**src/rtl/fetch_queue_pkg.sv**
```systemverilog
// Shared fetch-path definitions: default address/data widths, reset vector and queue depth.
package fetch_queue_pkg;
    localparam int CPU_ADDR_W = 16;
    localparam int CPU_DATA_W = 16;
    localparam logic [CPU_ADDR_W-1:0] CPU_RESET_PC = '0;
    localparam int FQ_DEPTH = 4;
endpackage

```
**src/rtl/fetch_queue_sync_fifo.sv**
```systemverilog
// Synchronous FIFO with flush; head reads as zero when empty, full/empty told apart by count.
module sync_fifo #(
    parameter int WIDTH = 32,
    parameter int DEPTH = 4
) (
    input  logic                       clk,
    input  logic                       rst_n,
    input  logic                       flush,
    input  logic                       push,
    input  logic [WIDTH-1:0]           push_data,
    input  logic                       pop,
    output logic [WIDTH-1:0]           head,
    output logic [$clog2(DEPTH+1)-1:0] count
);
    localparam int AW = $clog2(DEPTH);
    localparam int CW = $clog2(DEPTH + 1);

    logic [WIDTH-1:0] mem [DEPTH];
    logic [AW-1:0]    rd_ptr;
    logic [AW-1:0]    wr_ptr;
    logic             do_pop;

    assign do_pop = pop & (count != '0);
    assign head   = (count != '0) ? mem[rd_ptr] : '0;

    always_ff @(posedge clk or negedge rst_n) begin
        if (!rst_n) begin
            rd_ptr <= '0;
            wr_ptr <= '0;
            count  <= '0;
        end else if (flush) begin
            rd_ptr <= '0;
            wr_ptr <= '0;
            count  <= '0;
        end else begin
            if (push)
                wr_ptr <= wr_ptr + AW'(1);
            if (do_pop)
                rd_ptr <= rd_ptr + AW'(1);
            if (push && !do_pop)
                count <= count + CW'(1);
            else if (!push && do_pop)
                count <= count - CW'(1);
        end
    end

    // Storage carries no reset; validity is tracked entirely by count.
    always_ff @(posedge clk) begin
        if (push && !flush)
            mem[wr_ptr] <= push_data;
    end
endmodule

```
**src/rtl/fetch_queue.sv**
```systemverilog
// Instruction fetch queue: credit-based issue to a 1-cycle memory, redirect flush and halt.
module fetch_queue
    import fetch_queue_pkg::*;
#(
    parameter int                 ADDR_W   = CPU_ADDR_W,
    parameter int                 DATA_W   = CPU_DATA_W,
    parameter int                 DEPTH    = FQ_DEPTH,
    parameter logic [ADDR_W-1:0]  RESET_PC = ADDR_W'(CPU_RESET_PC)
) (
    input  logic                       clk,
    input  logic                       rst_n,
    input  logic                       redirect,
    input  logic [ADDR_W-1:0]          redirect_pc,
    input  logic                       halt,
    output logic                       mem_ren,
    output logic [ADDR_W-1:0]          mem_addr,
    input  logic [DATA_W-1:0]          mem_data,
    output logic                       out_valid,
    output logic [DATA_W-1:0]          out_instr,
    output logic [ADDR_W-1:0]          out_pc,
    input  logic                       out_ready,
    output logic [$clog2(DEPTH+1)-1:0] count
);
    localparam int CW = $clog2(DEPTH + 1);
    localparam int EW = ADDR_W + DATA_W;

    logic [ADDR_W-1:0] fetch_pc;
    logic [ADDR_W-1:0] inflight_pc;
    logic              inflight;
    logic              credit_ok;
    logic              issue;
    logic              push;
    logic              pop;
    logic [EW-1:0]     head;
    logic [CW-1:0]     occ;

    // Stored entries plus the outstanding read must fit, so a push never meets a full queue.
    assign credit_ok = (int'(occ) + int'(inflight)) < DEPTH;
    assign issue     = rst_n & credit_ok & ~halt & ~redirect;
    assign push      = inflight & ~redirect;
    assign out_valid = (occ != '0) & ~halt;
    assign pop       = out_valid & out_ready & ~redirect;

    assign mem_ren   = issue;
    assign mem_addr  = fetch_pc;
    assign out_pc    = head[EW-1:DATA_W];
    assign out_instr = head[DATA_W-1:0];
    assign count     = occ;

    always_ff @(posedge clk or negedge rst_n) begin
        if (!rst_n) begin
            fetch_pc    <= RESET_PC;
            inflight    <= 1'b0;
            inflight_pc <= RESET_PC;
        end else begin
            inflight <= issue;
            if (issue)
                inflight_pc <= fetch_pc;
            if (redirect)
                fetch_pc <= redirect_pc;
            else if (issue)
                fetch_pc <= fetch_pc + ADDR_W'(1);
        end
    end

    sync_fifo #(
        .WIDTH (EW),
        .DEPTH (DEPTH)
    ) u_fifo (
        .clk       (clk),
        .rst_n     (rst_n),
        .flush     (redirect),
        .push      (push),
        .push_data ({inflight_pc, mem_data}),
        .pop       (pop),
        .head      (head),
        .count     (occ)
    );
endmodule
```
**config.mk**
```make
export PLATFORM = sky130hd
export DESIGN_NAME = fetch_queue
export DESIGN_NICKNAME = d
export VERILOG_FILES = /design/src/rtl/fetch_queue_pkg.sv /design/src/rtl/fetch_queue_sync_fifo.sv /design/src/rtl/fetch_queue.sv
export SDC_FILE = /design/constraint.sdc
export NUM_CORES = 1
export LEC_CHECK = 0
export ABC_AREA = 1
export ABC_CLOCK_PERIOD_IN_PS = 5100
export BUFFER_PORTS_ARGS = -buffer_cell sky130_fd_sc_hd__buf_2
export CORE_MARGIN = 5
export CORE_UTILIZATION = 46
export CTS_CLUSTER_SIZE = 16
export DETAILED_ROUTE_END_ITERATION = 8
export PLACE_DENSITY = 0.7
export SLEW_MARGIN = 5
export SYNTH_ARGS = -nofsm -noshare
export SYNTH_HDL_FRONTEND = slang
export SYNTH_HIERARCHICAL = 1
export SYNTH_SLANG_ARGS = --single-unit
```
**constraint.sdc**
```tcl
create_clock -name clk -period 5.1 [get_ports clk]
set_clock_uncertainty 0.1 [all_clocks]
set_input_delay 0.765 -clock clk [delete_from_list [all_inputs] [get_ports clk]]
set_output_delay 0.765 -clock clk [all_outputs]
set_load 0.02 [all_outputs]
```
**Yosys cells after proc, flatten, opt, wreduce, memory -nomap -nowiden**

Memories as Yosys holds them, arrays and structs flattened.
Cells that the tools add are included.

- Add/subtract/negate cells: 6
- $lt $le $gt $ge: 1
- Muxes and demuxes: 12
- Bitwise gates (word level): 10
- Reduce and logical (&&, ||, !) cells: 11

Operators by type and width:

| operator | number |
|---|---|
| 2-to-1 mux 16 bit | 2 |
| 2-to-1 mux 32 bit | 1 |
| adder 16 x 1 -> 16 bit (second input constant) | 1 |
| 2-to-1 mux 3 bit | 3 |
| bitwise AND 1 bit | 8 |
| 2-to-1 mux 2 bit | 4 |
| nonzero test 2 bit | 3 |
| nonzero test 3 bit | 2 |
| adder 2 x 1 -> 2 bit (second input constant) | 2 |
| adder 3 x 1 -> 4 bit | 1 |
| < comparator 4 x 3 -> 1 bit (second input constant) | 1 |
| adder 3 x 1 -> 3 bit (second input constant) | 1 |
| logical AND 1 bit | 3 |
| logical NOT 1 bit | 3 |
| subtractor 3 x 1 -> 3 bit (second input constant) | 1 |
| 2-to-1 mux 1 bit | 2 |
| NOT 1 bit | 2 |

- Flip-flop bits (word level): 40
- RAM bits: 128
- Bits of input ports: 37
- Output and inout bits: 53
- Memories kept: 1

Memories:

| memory | depth | bits a word | read ports | clocked after memory_dff | write ports | RTL line | text |
|---|---|---|---|---|---|---|---|
| u_fifo.mem | 4 | 32 | 1 | 0 | 1 | fetch_queue_sync_fifo.sv:18 | `logic [WIDTH-1:0] mem [DEPTH];` |

**Depth between registers and ports, before layout**

- Word-level depth: 9
- Depth in mapped cells: 13
- Gate-level depth less buffers: 12

**Modules after synthesis**

The synthesis kept the hierarchy.

Modules (own cells, without submodules):

| module | times used | cells each | area an instance (um2) |
|---|---|---|---|
| sync_fifo | 1 | 441 | 5420.2 |
| fetch_queue | 1 | 234 | 1840.5 |

**Least setup slack after synthesis**

OpenSTA, ideal clock, no wires.

- Path type: input-to-reg
- Start: input redirect
- End: memory u_fifo.mem[0][0] (enable)
- Library setup time: 0.421 ns
- Arrival: 2.824 ns
- Setup slack: 1.755 ns
- Stages: 5
- Path through: buf_6 clkbuf_1 nor2_1 nand2_1 nor2_1

- Longest elaborated chain between the ends: 5
- Elaborated cells between the ends (all ways): 6

RTL lines:

| element | RTL line | text |
|---|---|---|
| start, declared | fetch_queue.sv:12 | `input logic redirect,` |
| NOT 1 bit | fetch_queue.sv:40 | `assign push = inflight & ~redirect;` |
| bitwise AND 1 bit | fetch_queue.sv:40 |  |
| via push | fetch_queue.sv:32 | `logic push;` |
| logical AND 1 bit | fetch_queue_sync_fifo.sv:49 | `if (push && !flush)` |
| 2-to-1 mux 1 bit | fetch_queue_sync_fifo.sv:49 |  |
| 2-to-1 mux 1 bit (not written as such) | fetch_queue_sync_fifo.sv:50 | `mem[wr_ptr] <= push_data;` |
| end, declared | fetch_queue_sync_fifo.sv:18 |  |

The timed path passes the listed nets, and every way through them passes these cells.

**Final worst setup path**

- Start: register u_fifo.rd_ptr[0]
- End: output out_pc[8]

- Longest elaborated chain between the ends: 2

RTL lines:

| element | RTL line | text |
|---|---|---|
| start, declared | fetch_queue_sync_fifo.sv:19 | `logic [AW-1:0] rd_ptr;` |
| start signal, assigned | fetch_queue_sync_fifo.sv:39 | `rd_ptr <= rd_ptr + AW'(1);` |
| memory read (4 x 32 bit) | n/a |  |
| 2-to-1 mux 32 bit | fetch_queue_sync_fifo.sv:24 | `assign head = (count != '0) ? mem[rd_ptr] : '0;` |
| end, declared | fetch_queue.sv:20 | `output logic [ADDR_W-1:0] out_pc,` |

No other way between the ends.

==> impl_metrics.yaml <==
worst_setup_path:
  slowest_delay_ns: 0.76
  crit_arrival_ns: 2.32
  crit_fanout: 66
  crit_path_start_kind: "flip-flop"
  critPathBufInv: 2
  required_ns: 4.24
  timing.setup.critical_path_class: "flip-flop to primary output"
  path_cells: "inv_2 -> o21ai_0 -> a21oi_1 -> buf_2"
  startpoint: "u_fifo/rd_ptr[0]$_DFFE_PN0P_"
  cp.depth: 4
  cpLargestDelayFamily: "buffers and inverters"
  crit_path_end_kind: "primary output"
  r2r-start: "inflight$_DFF_PN0_"
  cpMaxStageDelayCell: "inv_2"
  worstRegToRegCells: 4
sta:
  tns_ns: 0
  finalMaxSlewViolations: 0
  layout_setup_ws_ns: 1.92
  holdWs_ns: 0.408
  rsz0062_at_grt: "false"
  fin_crit_sh_pct: 62.4
  setup_violations: 0
  period_needed_ns: 3.18
  tightestPinTransition_ns: 1.08
  fmax_ghz: 0.314
  hold_viol: 0
  relSlewSlack_pct: 27.8
floorplan:
  dieArea_um2: 18400
  start_util_pct: 46.4
  core_area_um2: 15700
  die_h_um: 136
  die_w_um: 136
  pin_count: 90
  row_count: 46
logic_synthesis:
  yosys.area_share.simple_pct: 17.2
  synth_edf_count: 128
  synthXorXnorAreaFrac_pct: 1.09
  synthMuxAreaShare_pct: 0
  ys_seq_area_share_pct: 66.7
  synthDistinctLibCells: 34
  yosys.area_share.adder_pct: 1.14
  synth_compound_area_share_pct: 8.79
  async_flop_share_pct: 23.8
  syn_area_um2: 7260
  yosysWarningCount: 6
  synth_seq_cells: 168
  synth-main-ff-cell: "edfxtp_1"
  synth_cells: 675
  synth_area_per_cell_um2: 10.8
  syn-num-nets: 718
  synth_top_family_by_area: "simple AND/OR/NAND/NOR gates"
clock_tree:
  clkTransAtPathRegs_ns: 0.06
  clk_path_buf_depth: 2
  cts_tree: "built"
  htree_levels: 4
  ctsRootBufferMaster: "clkbuf_16"
  cts_setup_buffers: 0
  cts_hold_buf: 0
  cts_sinks: 168
  cts_resized: 0
  cts_buffers: 17
  clock_latency_ns: 0.41
final_layout:
  drive_above_1_share_pct: 19.0
  fillCellCount: 1392
  diodes: 0
  fin_cells: 985
  nets: 799
  areaGrowthSynthToFinish_pct: 15.7
route:
  drc: 0
  viasPerCell: 5.01
  routedWlPerCell_um: 15.1
  drt_iter0_markers: 255
  postRouteAntennaNets: 0
  first_pass_iters: 5
  num_vias: 4932
  wl_mm: 14.9
pwr:
  vdd_drop_max_uv: 253
  p_per_area_nw_per_um2: 422
  leakage_nw: 3.36
place:
  place_inst: 953
  portBuffers: 89
  place_ws_ns: 2.02
  dpl.hpwl_mm: 9.03
  gp_congestion: 0.812
grt:
  antenna_found_initial: 0
  grt_usage_pct: 17.1
  grt_max_degree: 67
  grt_pass1_vias: 4823
  grt_overflow: 0
  grt_pass1_wl_mm: 24.2
status:
  status: "complete, no violations"
job:
  drv_cap: 0
worst_hold_path:
  worstHoldPathType: "input port to async pin"
-- placed cells by master, fill, tap and decap left out, types with 7 or more instances in the layout --
| master | n |
|---|---|
| a21oi_1 | 33 |
| nand3_1 | 29 |
| o21ai_0 | 47 |
| nand2_1 | 98 |
| nand4_1 | 7 |
| edfxtp_1 | 128 |
| o21ai_1 | 35 |
| inv_1 | 38 |
| nor2_4 | 7 |
| nor2_1 | 145 |
| clkbuf_16 | 17 |
| buf_2 | 89 |
| dfrtp_1 | 39 |
-- cell families after synthesis --
family	Yosys count
DFF	168
and+or+nand+nor	297
AOI/OAI and AO/OA	121
buffers and inverters	74
adders and majority gates	6
xor gates and xnor gates	9
-- layout make-up --
cell class | count | area, µm² | share of cell area [%]
Multi-Input combinational cell | 433 | 2080 | 24.7
Inverter | 42 | 163 | 1.94
Clock buffer | 26 | 489 | 5.83
Sequential cell | 168 | 4850 | 57.7
Tap cell | 216 | 270 | 3.22
Clock inverter | 6 | 70.1 | 0.834
Timing Repair Buffer | 94 | 483 | 5.75
-- where the power goes --
group	internal, W	leakage (nW)	switching, W
registers	0.00161	1.66	0.000121
logic	0.000192	1.43	0.000423
clock network	0.000713	0.261	0.000477
-- metrics by stage --
stage	utilization [%]	area [µm²]	total power, W
floorplan	-	7260	0.00215
global placement	50.1	7840	0.00238
detailed placement	50.1	7840	0.00239
CTS	53.6	8400	0.00358
global route	53.6	8400	0.00373
finish	53.6	8400	0.00354
-- registers in the layout, indices dropped and copies added, names as in the netlist --
signal and count:
inflight 1, u_fifo/wr_ptr 2, u_fifo/rd_ptr 2, u_fifo/mem 128, u_fifo/count 3, inflight_pc 16, mem_addr 16
-- cell usage after synthesis, types with 5 or more instances --
library cell | number | area [µm²]
nor2_1 | 149 | 559
edfxtp_1 | 128 | 3840
nand2_1 | 98 | 368
o21ai_0 | 47 | 235
dfrtp_1 | 40 | 1000
inv_1 | 38 | 143
o21ai_1 | 35 | 175
a21oi_1 | 33 | 165
nand3_1 | 29 | 145
buf_2 | 12 | 60.1
buf_6 | 8 | 90.1
clkbuf_1 | 7 | 26.3
nand4_1 | 7 | 43.8
xor2_1 | 6 | 52.6
ha_1 | 5 | 62.6
-- worst paths after layout --
path,endpoint,slack (ns)
min,mem_addr[1]$_DFFE_PN0P_,0.41
max in group asynchronous,u_fifo/rd_ptr[0]$_DFFE_PN0P_,4.11
min reg2reg,u_fifo/mem[1][17]$_DFFE_PP_,0.42
max reg2reg,u_fifo/mem[1][20]$_DFFE_PP_,2.76
max,out_pc[8],1.92
min in group clk,u_fifo/mem[1][17]$_DFFE_PP_,0.42
-- metal layers --
layer | up-vias | part of all wire [%] | track usage (%)
li1 | 2449 | - | -
met1 | 2301 | 44 | 22.6
met2 | 168 | 48 | 27.7
met3 | 14 | 7.3 | 4.64
met4 | 0 | 1.2 | 5.32
met5 | - | 0 | 0
Power figures use the tool's default switching activity.
